===== src/rtl/lsu_pkg.sv =====
// Shared definitions for the load/store unit: funct3 codes, FSM states,
// and the request decode helpers used when a request is accepted.
package lsu_pkg;

  localparam logic [2:0] F3_B  = 3'b000;
  localparam logic [2:0] F3_H  = 3'b001;
  localparam logic [2:0] F3_W  = 3'b010;
  localparam logic [2:0] F3_BU = 3'b100;
  localparam logic [2:0] F3_HU = 3'b101;

  typedef enum logic [1:0] {
    IDLE   = 2'd0,
    ACCESS = 2'd1,
    RESP   = 2'd2
  } lsu_state_t;

  // Number of memory beats for an access: one when naturally aligned,
  // otherwise one byte beat per byte of the access.
  function automatic logic [2:0] beats_for(input logic [2:0] funct3, input logic [1:0] addr_lo);
    logic [2:0] beats;
    beats = 3'd1;
    case (funct3)
      F3_H, F3_HU: beats = addr_lo[0] ? 3'd2 : 3'd1;
      F3_W:        beats = (addr_lo != 2'b00) ? 3'd4 : 3'd1;
      default:     beats = 3'd1;
    endcase
    return beats;
  endfunction

  // Loads accept B/H/W/BU/HU; stores accept only B/H/W.
  function automatic logic illegal_funct3(input logic store, input logic [2:0] funct3);
    if (store) begin
      return funct3 > F3_W;
    end
    return (funct3 == 3'b011) || (funct3[2:1] == 2'b11);
  endfunction

endpackage


===== src/rtl/lsu_if.sv =====
// Request/response channel between execute and the LSU, and the
// data-memory port driven by the LSU.
interface lsu_if;
  logic        req_valid;
  logic        req_ready;
  logic        req_store;
  logic [2:0]  req_funct3;
  logic [31:0] req_addr;
  logic [31:0] req_wdata;
  logic        resp_valid;
  logic        resp_ready;
  logic [31:0] resp_rdata;
  logic        resp_err;

  modport master (
    output req_valid, req_store, req_funct3, req_addr, req_wdata, resp_ready,
    input  req_ready, resp_valid, resp_rdata, resp_err
  );

  modport slave (
    input  req_valid, req_store, req_funct3, req_addr, req_wdata, resp_ready,
    output req_ready, resp_valid, resp_rdata, resp_err
  );
endinterface

interface dmem_if;
  logic [31:0] address;
  logic [31:0] write_data;
  logic [2:0]  width;
  logic        read_enable;
  logic        write_enable;
  logic [31:0] read_data;

  modport master (
    output address, write_data, width, read_enable, write_enable,
    input  read_data
  );

  modport slave (
    input  address, write_data, width, read_enable, write_enable,
    output read_data
  );
endinterface


===== src/rtl/lsu_load_align.sv =====
// Extends an assembled little-endian load value according to funct3.
module load_align
  import lsu_pkg::*;
(
  input  logic [31:0] raw,
  input  logic [2:0]  funct3,
  output logic [31:0] result
);

  // Sign- or zero-extend the low byte/half; words pass through.
  always_comb begin
    result = raw;
    case (funct3)
      F3_B:    result = {{24{raw[7]}}, raw[7:0]};
      F3_H:    result = {{16{raw[15]}}, raw[15:0]};
      F3_BU:   result = {24'b0, raw[7:0]};
      F3_HU:   result = {16'b0, raw[15:0]};
      default: result = raw;
    endcase
  end

endmodule


===== src/rtl/lsu.sv =====
// Load/store unit: accepts one request at a time, drives registered
// data-memory beats (splitting misaligned accesses into byte beats),
// and returns an extended load result plus an error flag.
module lsu
  import lsu_pkg::*;
#(
  parameter bit SPLIT_MISALIGNED = 1'b1
) (
  input logic    clk,
  input logic    reset,
  lsu_if.slave   cpu,
  dmem_if.master dmem
);

  lsu_state_t  state_reg;
  logic        store_reg;
  logic [2:0]  funct3_reg;
  logic [31:0] addr_reg;
  logic [31:0] wdata_reg;
  logic [2:0]  beats_reg;
  logic [1:0]  beat_idx_reg;
  logic [31:0] asm_reg;

  logic        resp_valid_reg;
  logic        resp_err_reg;
  logic [31:0] resp_rdata_reg;
  logic [31:0] address_reg;
  logic [31:0] write_data_reg;
  logic [2:0]  width_reg;
  logic        read_enable_reg;
  logic        write_enable_reg;

  logic [2:0]  req_beats;
  logic        req_split;
  logic        req_reject;
  logic [1:0]  next_idx;
  logic        last_beat;
  logic [7:0]  next_byte;
  logic [31:0] asm_next;
  logic [31:0] load_result;

  assign req_beats  = beats_for(cpu.req_funct3, cpu.req_addr[1:0]);
  assign req_split  = (req_beats != 3'd1);
  assign req_reject = illegal_funct3(cpu.req_store, cpu.req_funct3) ||
                      (!SPLIT_MISALIGNED && req_split);
  assign next_idx   = beat_idx_reg + 2'd1;
  assign last_beat  = (({1'b0, beat_idx_reg} + 3'd1) == beats_reg);
  assign next_byte  = wdata_reg[{next_idx, 3'b000} +: 8];

  // Merge this cycle's read data into the assembly register: whole word for
  // a single beat, otherwise byte k of the split access.
  always_comb begin
    asm_next = asm_reg;
    if (beats_reg == 3'd1) begin
      asm_next = dmem.read_data;
    end else begin
      asm_next[{beat_idx_reg, 3'b000} +: 8] = dmem.read_data[7:0];
    end
  end

  load_align u_load_align (
    .raw    (asm_next),
    .funct3 (funct3_reg),
    .result (load_result)
  );

  // Request FSM with registered memory drive and response outputs.
  always_ff @(posedge clk) begin
    if (reset) begin
      state_reg        <= IDLE;
      store_reg        <= 1'b0;
      funct3_reg       <= 3'b000;
      addr_reg         <= 32'h0;
      wdata_reg        <= 32'h0;
      beats_reg        <= 3'd1;
      beat_idx_reg     <= 2'd0;
      asm_reg          <= 32'h0;
      resp_valid_reg   <= 1'b0;
      resp_err_reg     <= 1'b0;
      resp_rdata_reg   <= 32'h0;
      address_reg      <= 32'h0;
      write_data_reg   <= 32'h0;
      width_reg        <= 3'b000;
      read_enable_reg  <= 1'b0;
      write_enable_reg <= 1'b0;
    end else begin
      case (state_reg)
        IDLE: begin
          if (cpu.req_valid) begin
            store_reg    <= cpu.req_store;
            funct3_reg   <= cpu.req_funct3;
            addr_reg     <= cpu.req_addr;
            wdata_reg    <= cpu.req_wdata;
            beats_reg    <= req_beats;
            beat_idx_reg <= 2'd0;
            asm_reg      <= 32'h0;
            if (req_reject) begin
              // Rejected requests never touch memory.
              state_reg      <= RESP;
              resp_valid_reg <= 1'b1;
              resp_err_reg   <= 1'b1;
              resp_rdata_reg <= 32'h0;
            end else begin
              // Beat 0 is driven in the cycle right after acceptance.
              state_reg        <= ACCESS;
              address_reg      <= cpu.req_addr;
              read_enable_reg  <= !cpu.req_store;
              write_enable_reg <= cpu.req_store;
              if (req_split) begin
                width_reg      <= cpu.req_store ? F3_B : F3_BU;
                write_data_reg <= {24'b0, cpu.req_wdata[7:0]};
              end else begin
                width_reg      <= cpu.req_funct3;
                write_data_reg <= cpu.req_wdata;
              end
            end
          end
        end
        ACCESS: begin
          asm_reg      <= asm_next;
          beat_idx_reg <= next_idx;
          if (last_beat) begin
            state_reg        <= RESP;
            resp_valid_reg   <= 1'b1;
            resp_err_reg     <= 1'b0;
            resp_rdata_reg   <= store_reg ? 32'h0 : load_result;
            read_enable_reg  <= 1'b0;
            write_enable_reg <= 1'b0;
          end else begin
            address_reg    <= addr_reg + {30'b0, next_idx};
            write_data_reg <= {24'b0, next_byte};
          end
        end
        RESP: begin
          if (cpu.resp_ready) begin
            state_reg      <= IDLE;
            resp_valid_reg <= 1'b0;
            resp_err_reg   <= 1'b0;
            resp_rdata_reg <= 32'h0;
          end
        end
        default: state_reg <= IDLE;
      endcase
    end
  end

  assign cpu.req_ready  = (state_reg == IDLE) && !reset;
  assign cpu.resp_valid = resp_valid_reg;
  assign cpu.resp_err   = resp_err_reg;
  assign cpu.resp_rdata = resp_rdata_reg;

  assign dmem.address      = address_reg;
  assign dmem.write_data   = write_data_reg;
  assign dmem.width        = width_reg;
  assign dmem.read_enable  = read_enable_reg;
  assign dmem.write_enable = write_enable_reg;

endmodule


===== src/flat_wrapper.sv =====
// flat-port wrapper written by rule: the top's interface ports become plain ports
module lsu_flat import lsu_pkg::*;
#(
  parameter bit SPLIT_MISALIGNED = 1'b1
)
  (clk, reset, cpu_req_valid, cpu_req_store, cpu_req_funct3, cpu_req_addr, cpu_req_wdata, cpu_resp_ready, cpu_req_ready, cpu_resp_valid, cpu_resp_rdata, cpu_resp_err, dmem_address, dmem_write_data, dmem_width, dmem_read_enable, dmem_write_enable, dmem_read_data);
  lsu_if cpu_i ();
  dmem_if dmem_i ();
  input logic clk;
  input logic reset;
  input wire logic [$bits(cpu_i.req_valid)-1:0] cpu_req_valid;
  input wire logic [$bits(cpu_i.req_store)-1:0] cpu_req_store;
  input wire logic [$bits(cpu_i.req_funct3)-1:0] cpu_req_funct3;
  input wire logic [$bits(cpu_i.req_addr)-1:0] cpu_req_addr;
  input wire logic [$bits(cpu_i.req_wdata)-1:0] cpu_req_wdata;
  input wire logic [$bits(cpu_i.resp_ready)-1:0] cpu_resp_ready;
  output wire logic [$bits(cpu_i.req_ready)-1:0] cpu_req_ready;
  output wire logic [$bits(cpu_i.resp_valid)-1:0] cpu_resp_valid;
  output wire logic [$bits(cpu_i.resp_rdata)-1:0] cpu_resp_rdata;
  output wire logic [$bits(cpu_i.resp_err)-1:0] cpu_resp_err;
  output wire logic [$bits(dmem_i.address)-1:0] dmem_address;
  output wire logic [$bits(dmem_i.write_data)-1:0] dmem_write_data;
  output wire logic [$bits(dmem_i.width)-1:0] dmem_width;
  output wire logic [$bits(dmem_i.read_enable)-1:0] dmem_read_enable;
  output wire logic [$bits(dmem_i.write_enable)-1:0] dmem_write_enable;
  input wire logic [$bits(dmem_i.read_data)-1:0] dmem_read_data;
  assign cpu_i.req_valid = cpu_req_valid;
  assign cpu_i.req_store = cpu_req_store;
  assign cpu_i.req_funct3 = cpu_req_funct3;
  assign cpu_i.req_addr = cpu_req_addr;
  assign cpu_i.req_wdata = cpu_req_wdata;
  assign cpu_i.resp_ready = cpu_resp_ready;
  assign cpu_req_ready = cpu_i.req_ready;
  assign cpu_resp_valid = cpu_i.resp_valid;
  assign cpu_resp_rdata = cpu_i.resp_rdata;
  assign cpu_resp_err = cpu_i.resp_err;
  assign dmem_address = dmem_i.address;
  assign dmem_write_data = dmem_i.write_data;
  assign dmem_width = dmem_i.width;
  assign dmem_read_enable = dmem_i.read_enable;
  assign dmem_write_enable = dmem_i.write_enable;
  assign dmem_i.read_data = dmem_read_data;
  lsu #(.SPLIT_MISALIGNED(SPLIT_MISALIGNED)) u_core (.clk(clk), .reset(reset), .cpu(cpu_i), .dmem(dmem_i));
endmodule

===== config.mk =====
export PLATFORM = sky130hd
export DESIGN_NAME = lsu_flat
export DESIGN_NICKNAME = d
export VERILOG_FILES = /design/src/rtl/lsu_pkg.sv /design/src/rtl/lsu_if.sv /design/src/rtl/lsu_load_align.sv /design/src/rtl/lsu.sv /design/src/flat_wrapper.sv
export SDC_FILE = /design/constraint.sdc
export NUM_CORES = 1
export LEC_CHECK = 0
export ABC_AREA = 0
export CORE_MARGIN = 1.5
export CORE_UTILIZATION = 42
export CTS_CLUSTER_DIAMETER = 40
export CTS_CLUSTER_SIZE = 20
export DETAILED_ROUTE_END_ITERATION = 12
export GPL_ROUTABILITY_DRIVEN = 0
export PLACE_DENSITY = 0.68
export SLEW_MARGIN = 0
export SYNTH_ARGS = -nofsm -noshare
export SYNTH_HDL_FRONTEND = slang
export SYNTH_SLANG_ARGS = --single-unit

===== constraint.sdc =====
create_clock -name clk -period 6.7 [get_ports clk]
set_input_delay 1.34 -clock clk [delete_from_list [all_inputs] [get_ports clk]]
set_output_delay 1.34 -clock clk [all_outputs]
set_load 0.05 [all_outputs]

==> summary.txt <==
ANT cells = 0
Register area share after synthesis = 0.449
Hold Path Depth = 2
Final min period = 4.13 ns
Number of cell rows = 54
WL met1 = 12400 um
Final Power = 4.81 mW
First-pass GRT wire length = 44500 um
Root buffer cell = clkbuf_16
Setup_tns = 0 ns
Grt ovf = 0
Pwr Density = 380 nW/um^2
Post-Synthesis Cells = 1101
Hold_buf cts = 0
Final hold vios = 0
Crit-path cells = buf_4 -> nor2b_1 -> clkdlybuf4s50_1
Post-cts sizing count = 0
HP Start = u_core.dmem.address[8]
Max stage delay on crit path = 0.74 ns
CTS Buf Count = 30
Clock Path Buffers = 3
CTS tree = built
Reg2reg path depth = 9
Fin nets = 1384
# setup viols final = 0
DRT iter0 DRCs = 538
Die ar. = 23200 um^2
CP Capture Type = output pin
Switching Share = 0.365
WL met2 = 13000 um
Ys async rst share = 0
Worst skew pair latency = 0.54 ns
Fmax = 242 MHz
Pre-antenna DRT Iters = 5
R2r endpoint = u_core.dmem.write_data[28]
Post-route ant nets = 0
Reg clk slew, reported paths = 0.05 ns
Vias in the first global route = 8432
Ys flop type = dfxtp_1
Max-cap violations = 0
Pleak = 4.67 nW
EDFF count, synth = 0
Status = completed
Sequential Power Share = 0.325
Worst Tran Pin Value = 1.23 ns
DRC errors left = 0
Fraction of layout cells with a size suffix above 1 = 0.0782
Mapped Area = 9370 um^2
I/O Pins = 208
Core area = 21800 um^2
Worst setup path class = primary input to output pin
Crit-path max FO = 76
Fin. max-slew vios = 0
CTS Sinks = 210
Initial Utilization = 0.429
Clk pwr share = 0.350
Via count = 8875
FF+latch count, synth = 210
RSZ-0062 raised after global routing = false
HP Class = flop to flop
YS warnings = 0
Post-layout util = 0.581
Vias per inst = 5.65
Worst hold endpoint = u_core.dmem.address[8]
DPL Wire Length = 18600 um
Post-CTS setup buffers = 0
VDD IR max = 0.229 mV
Synth Net Count = 1217
Max H-tree Level = 1
Top routing layer in use = met4
Max_slew headroom = 0.175
Period Utilization, post-route = 0.616
P&R area growth vs syn = 35.2%
Slowest-stage cell, CP = clkdlybuf4s50_1
Die X = 152 um
Comb power frac = 0.325
I/O Buffers = 207
Met3 wire length = 1840 um
Net load switching power = 1.76 mW
Largest net degree at the start of global routing = 87
Count of cell types in the netlist = 68
Int Pwr = 3.06 mW
Post-route clock skew = 0.0127 ns
Startpoint Class = primary input
Critical Path RT = 5.36 ns
Die Y = 152 um
Final wirelength = 27800 um
Setup slack, reg-to-reg = 2.90 ns
Arrival time of the worst setup path = 2.79 ns
Wirelength per Cell = 17.7 um
Fillers = 1994
Gr usage total = 0.229
FF-to-FF Start = u_core.beat_idx_reg[0]
Post-Syn Area per Cell = 8.51 um^2
Antenna violations before repair = 0
==> logic make-up (layout without fill, tap and decap cells) <==
kind of cell | count (synthesis) | in the layout | synth area share
multiplexers | 20 | 20 | 0.0320
AND/OR/NAND/NOR | 404 | 404 | 0.192
AO/OA/AOI/OAI | 326 | 326 | 0.244
XOR/XNOR | 25 | 25 | 0.0234
adder cells (fa/ha/maj) | 12 | 12 | 0.0168
buffers and inverters | 104 | 295 | 0.0429
flip-flops | 210 | 210 | 0.449
==> worst max-delay path by stage <==
stage                           start                         end  slack, ns
finish                          reset               cpu_req_ready       2.57
global route                    reset               cpu_req_ready       2.46
CTS                             reset               cpu_req_ready       2.53
detailed placement  cpu_req_funct3[1]  u_core.dmem.write_data[14]       2.32
global placement    cpu_req_funct3[1]  u_core.dmem.write_data[22]       2.41
floorplan                       reset               cpu_req_ready       2.97
==> synthesized netlist by cell type (16+ instances only) <==
master | number | area share
nand2_1 | 186 | 0.074
dfxtp_1 | 210 | 0.45
a22o_1 | 32 | 0.030
a21oi_1 | 106 | 0.057
nor2_1 | 121 | 0.048
o21ai_0 | 29 | 0.015
inv_1 | 17 | 0.0068
a211o_1 | 26 | 0.024
nand3_1 | 20 | 0.011
nand4_1 | 17 | 0.011
a22oi_1 | 30 | 0.024
clkbuf_1 | 64 | 0.026
a2bb2oi_1 | 16 | 0.015
a221o_1 | 16 | 0.017
==> final cells by class <==
cell class                      instances  area [um^2]  area share
Tap cell                              280          350      0.0276
Clock inverter                         22          287      0.0226
Clock buffer                           34          807      0.0637
Inverter                               18         67.6     0.00533
Multi-Input combinational cell        787         4780       0.377
Timing Repair Buffer                  221         2170       0.172
Sequential cell                       210         4200       0.332
==> power by group through the flow <==
stage / clock, mW / combinational, mW / sequential [mW]
after global placement: 0 / 1.55 / 1.59
after floorplan: 0 / 0.700 / 1.95
after detailed placement: 0 / 1.56 / 1.59
after CTS: 1.71 / 1.57 / 1.56
final: 1.68 / 1.57 / 1.57
after global routing: 1.76 / 1.68 / 1.59
==> per-layer routing <==
layer / vias up / global-route usage
met5: - / 0
met4: 0 / 0.0601
met3: 48 / 0.0347
met2: 304 / 0.380
met1: 4202 / 0.312
li1: 4321 / -
==> stage by stage <==
| stage | hold slack [ns] | setup WS, ns | cells | instance area (um^2) |
|---|---|---|---|---|
| finish | 0.451 | 2.57 | 1572 | 12700 |
| global placement | 0.440 | 2.41 | 1516 | 11600 |
| global route | 0.472 | 2.46 | 1572 | 12700 |
| CTS | 0.455 | 2.53 | 1572 | 12700 |
| floorplan | 0.433 | 2.97 | 1101 | 9370 |
| detailed placement | 0.448 | 2.32 | 1516 | 11600 |
==> placed cells by master (no fill, tap or decap), types with 10 or more instances in the layout <==
cell type	n
inv_1	17
xor2_1	10
nor2_1	120
xnor2_1	15
ha_1	10
a2bb2oi_1	16
a211oi_1	12
a221o_1	16
clkbuf_16	31
o21ai_0	29
dfxtp_1	210
nand4_1	17
a22oi_1	30
mux2i_1	11
buf_4	15
clkdlybuf4s50_1	206
a211o_1	26
a21oi_1	106
a22o_1	32
nand3_1	20
nand2_1	185
==> critical path: cells and delay by family <==
kind / cells / cell delay, ns
simple gates: 1 / 0.10
buf+inv: 2 / 1.33
No activity file was read; power rests on OpenSTA's default activity.
